`config.mk`:
```
export PLATFORM = sky130hd
export DESIGN_NAME = data_dist
export DESIGN_NICKNAME = d
export VERILOG_FILES = /design/src/rtl/data_dist.sv
export SDC_FILE = /design/constraint.sdc
export NUM_CORES = 1
export LEC_CHECK = 0
export ABC_AREA = 1
export BUFFER_PORTS_ARGS = -buffer_cell sky130_fd_sc_hd__buf_2
export CAP_MARGIN = 15
export CORE_MARGIN = 8
export CORE_UTILIZATION = 51
export CTS_CLUSTER_DIAMETER = 80
export DETAILED_ROUTE_END_ITERATION = 8
export PLACE_DENSITY = 0.76
export SLEW_MARGIN = 5
export SYNTH_ARGS = -nofsm -noshare
export SYNTH_HDL_FRONTEND = slang
export SYNTH_SLANG_ARGS = --single-unit
```
`constraint.sdc`:
```
create_clock -name clk -period 2.75 [get_ports clk]
set_clock_uncertainty 0.15 [all_clocks]
set_input_delay 0.1375 -clock clk [delete_from_list [all_inputs] [get_ports clk]]
set_output_delay 0.1375 -clock clk [all_outputs]
set_load 0.005 [all_outputs]
```
`src/rtl/data_dist.sv`:
```
// data_dist: routes input bytes to four independent 2-entry FIFOs, unicast or broadcast.
module data_dist (
  input  logic        clk,
  input  logic        rst,
  input  logic        din_valid,
  output logic        din_ready,
  input  logic [7:0]  din,
  input  logic [2:0]  dsel,
  output logic [3:0]  dout_valid,
  input  logic [3:0]  dout_ready,
  output logic [31:0] dout,
  output logic [7:0]  level
);
  logic [3:0] full, push, pop;
  assign din_ready = !rst && (dsel[2] ? ~|full : !full[dsel[1:0]]);
  for (genvar i = 0; i < 4; i++) begin : g_ch
    logic [7:0] hd_q, hd_d, tl_q, tl_d;
    logic [1:0] lvl_q, lvl_d, pos;
    assign full[i]          = lvl_q[1];
    assign dout_valid[i]    = lvl_q != 2'd0;
    assign dout[8*i +: 8]   = dout_valid[i] ? hd_q : 8'h00;
    assign level[2*i +: 2]  = lvl_q;
    assign push[i] = din_valid && din_ready && (dsel[2] || dsel[1:0] == 2'(i));
    assign pop[i]  = dout_valid[i] && dout_ready[i];
    // slot the pushed byte lands in, after this cycle's pop has shifted the tail forward
    assign pos   = lvl_q - {1'b0, pop[i]};
    assign hd_d  = (push[i] && pos == 2'd0) ? din : pop[i] ? tl_q : hd_q;
    assign tl_d  = (push[i] && pos == 2'd1) ? din : tl_q;
    assign lvl_d = lvl_q + {1'b0, push[i]} - {1'b0, pop[i]};
    always_ff @(posedge clk) begin
      if (rst) begin
        hd_q  <= 8'h00;
        tl_q  <= 8'h00;
        lvl_q <= 2'd0;
      end else begin
        hd_q  <= hd_d;
        tl_q  <= tl_d;
        lvl_q <= lvl_d;
      end
    end
  end
endmodule

```
==> flow_summary.yaml <==
hold_path:
  worstHoldPathCells: 5
  hp-start: "dout_ready[0]"
  hold_end: "g_ch[0].hd_q[0]$_SDFFE_PP0P_"
  hp-class: "input pin to register"
critical_path:
  rr_worst_depth: 11
  cp_cell_sequence: "nor2_2 -> inv_1 -> nand2_1 -> clkinv_1 -> ha_1 -> xor2_1 -> nor2_2 -> nand4_1 -> nand2_1 -> nand2_1 -> a21oi_1"
  crit_required_ns: 2.89
  cp_max_fo: 16
  crit_type: "register to register"
  reg2reg_to: "g_ch[3].hd_q[1]$_SDFFE_PP0P_"
  cp-startpoint: "g_ch[3].lvl_q[1]$_SDFF_PP0_"
  arrival_ns: 2.57
  end_kind: "register"
  r2r_setup_slack_ns: 0.32
  path_common_cell: "nand2_1"
  cp-start-kind: "register"
  timing.rr.start: "g_ch[3].lvl_q[1]$_SDFF_PP0_"
  critPathMaxStageDelay_ns: 0.51
  slowest_stage: "nand4_1"
pwr:
  power.total_mw: 3.971
  powerDensity_mw_per_mm2: 853.9
  peakVddDrop_mv: 0.3429
  p_leak_nw: 2.391
die:
  dieArea_mm2: 0.01054
  initial_core_util_pct: 52.80
  core_area_mm2: 0.007253
  ios: 63
  placementRows: 31
  die_x_um: 102.7
  fp.dieH_um: 102.7
timing:
  hold_viol: 0
  setup_violations: 0
  min_period_over_period_pct: 88.51
  timing.setup.tns_ns: 0
  relSlewSlack_pct: 58.74
  maxSlewViolCount: 0
  tightest_slew_ns: 0.6171
  min_period_ns: 2.434
  rsz0062_at_grt: "no"
  max_freq_mhz: 410.8
job:
  maxCapViolations: 0
routing:
  wl_per_cell_um: 12.73
  dr.pass1.iters: 5
  drc: 0
  viasPerCell: 4.921
  vias: 3932
  drt_iter0_markers: 233
  drtAntennaViolNets: 0
  routed_wirelength_mm: 10.18
global_routing:
  grt_pass1_wl_mm: 16.93
  grt_use_met1_pct: 26.97
  grt_util_met3_pct: 3.444
  grt_pass1_vias: 3595
  antenna_found_initial: 0
  busiest_layer: "met2"
  grt_max_degree: 37
  grt_use_met2_pct: 31.62
  grt_overflow_total: 0
  grt_use_total_pct: 20.41
clocking:
  root_buffer: "clkbuf_8"
  clkTransAtPathRegs_ns: 0.07
  cts.repair.resized: 0
  clock_latency_ns: 0.35
  clock_sinks: 72
  cts_inserted_buffers: 9
  max-clock-path-buffers: 2
  cts_tree: "yes"
  ctsHtreeMaxLevel: 3
yosys:
  yosysMostFrequentCell: "nand2_1"
  synthDistinctLibCells: 20
  syn_nets: 638
  syn_avg_cell_area_um2: 6.258
  yosys_warnings: 0
  synthTopCellsByArea: "dfxtp_1, nand2_1, nor2_1, inv_1, nand4_1"
  synth_area_mm2: 0.003830
  synth_ff_type: "dfxtp_1"
  async_flop_share_pct: 0
  synth_edf_count: 0
  synth_top_area_share_pct: 37.63
  synthTopCellsByCount: "nand2_1, nor2_1, inv_1, dfxtp_1, a21oi_1"
  synth_cells: 612
  synth-seq-area-share_pct: 37.63
  synth_area_leader_cell: "dfxtp_1"
  synth-seq-cells: 72
layout:
  syn_to_final_growth_pct: 21.43
  drive_above_1_share_pct: 16.71
  n_antenna_cell: 0
  layout.area.seq_mm2: 0.001441
  fillCellCount: 679
  multi_input_area_mm2: 0.001944
  layout.nets: 721
place:
  io_buffers: 62
  dp_hpwl_mm: 7.312
  gp_congestion: 0.8586
outcome:
  status: "complete, no violations"
-- metrics by stage --
| step | setup WS (ns) | hold slack (ns) | instances | utilization (%) | cell area, um2 |
|---|---|---|---|---|---|
| final | 0.3159 | 0.1128 | 799 | 64.12 | 4651 |
| after global routing | 0.04475 | 0.1214 | 799 | 64.12 | 4651 |
| after CTS | 0.1210 | 0.09669 | 797 | 63.91 | 4636 |
| after detailed placement | 0.1553 | 0.3106 | 773 | 60.07 | 4357 |
| after global placement | 0.2641 | 0.2983 | 773 | 60.07 | 4357 |
| after floorplan | 0.05362 | 0.1224 | 612 | - | 3850 |
-- critical path: cells and delay by family, from the launching register on --
family                   cells  cell delay [ns]
AND/OR/NAND/NOR              6             1.17
flip-flops                   1             0.36
adder cells (fa/ha/maj)      1             0.20
XOR/XNOR                     1             0.20
buffers and inverters        2             0.16
AO/OA/AOI/OAI                1             0.12
-- how the worst max path moves through the flow --
stage                                    to  slack (ns)  cells after the start
6_report       g_ch[3].hd_q[1]$_SDFFE_PP0P_        0.32                     11
5_1_grt        g_ch[3].hd_q[3]$_SDFFE_PP0P_        0.04                     11
4_1_cts        g_ch[1].hd_q[5]$_SDFFE_PP0P_        0.12                     11
3_5_place_dp   g_ch[1].hd_q[5]$_SDFFE_PP0P_        0.16                     11
3_3_place_gp   g_ch[2].hd_q[7]$_SDFFE_PP0P_        0.26                     11
2_1_floorplan  g_ch[3].hd_q[5]$_SDFFE_PP0P_        0.05                     12
-- what timing repair did --
action | 4_1_cts | 5_1_grt
hold endpoints to repair | 32 | 0
hold buffers | 8 | 0
setup endpoints to repair | 0 | 16
buffers inserted | 0 | 2
-- flip-flops by register name, summed over array words and instances, names as in the netlist --
signal and flops:
g_ch.hd_q 32, g_ch.lvl_q 8, g_ch.tl_q 32
-- cell type report --
| cell class | count | share of cell area [%] |
|---|---|---|
| clock buffers | 13 | 3.417 |
| clock inverters | 3 | 0.8609 |
| inverters | 99 | 7.990 |
| multi-input cells | 419 | 41.81 |
| flip-flops and latches | 72 | 30.99 |
| well taps | 99 | 2.663 |
| repair buffers | 94 | 12.27 |
-- per-layer routing --
layer	vias to the layer above	routed length (um)
met5	-	0
met4	0	260
li1	2059	-
met1	1709	4585
met3	25	774
met2	139	4554
-- where the power goes --
group,switching [mW],total [mW],internal (mW)
clock network,0.387,0.854,0.467
registers,0.121,1.35,1.23
logic,1.10,1.76,0.666
total,1.61,3.97,2.37
-- cell families after synthesis --
kind of cell	share of synthesized area (%)
AND/OR/NAND/NOR	40.97
buffers and inverters	12.12
flip-flops	37.63
AO/OA/AOI/OAI	5.750
adder cells (fa/ha/maj)	2.614
XOR/XNOR	0.9146
-- layout by cell type (no fill, tap or decap), types with 9 or more instances in the layout --
| cell type | n |
|---|---|
| buf_2 | 62 |
| inv_1 | 93 |
| nand2_1 | 175 |
| nand3_1 | 32 |
| buf_4 | 24 |
| nor2_2 | 9 |
| nand4_1 | 36 |
| nor2_1 | 105 |
| dfxtp_1 | 72 |
| a21oi_1 | 39 |
| clkbuf_8 | 11 |
Power figures use the tool's default switching activity.
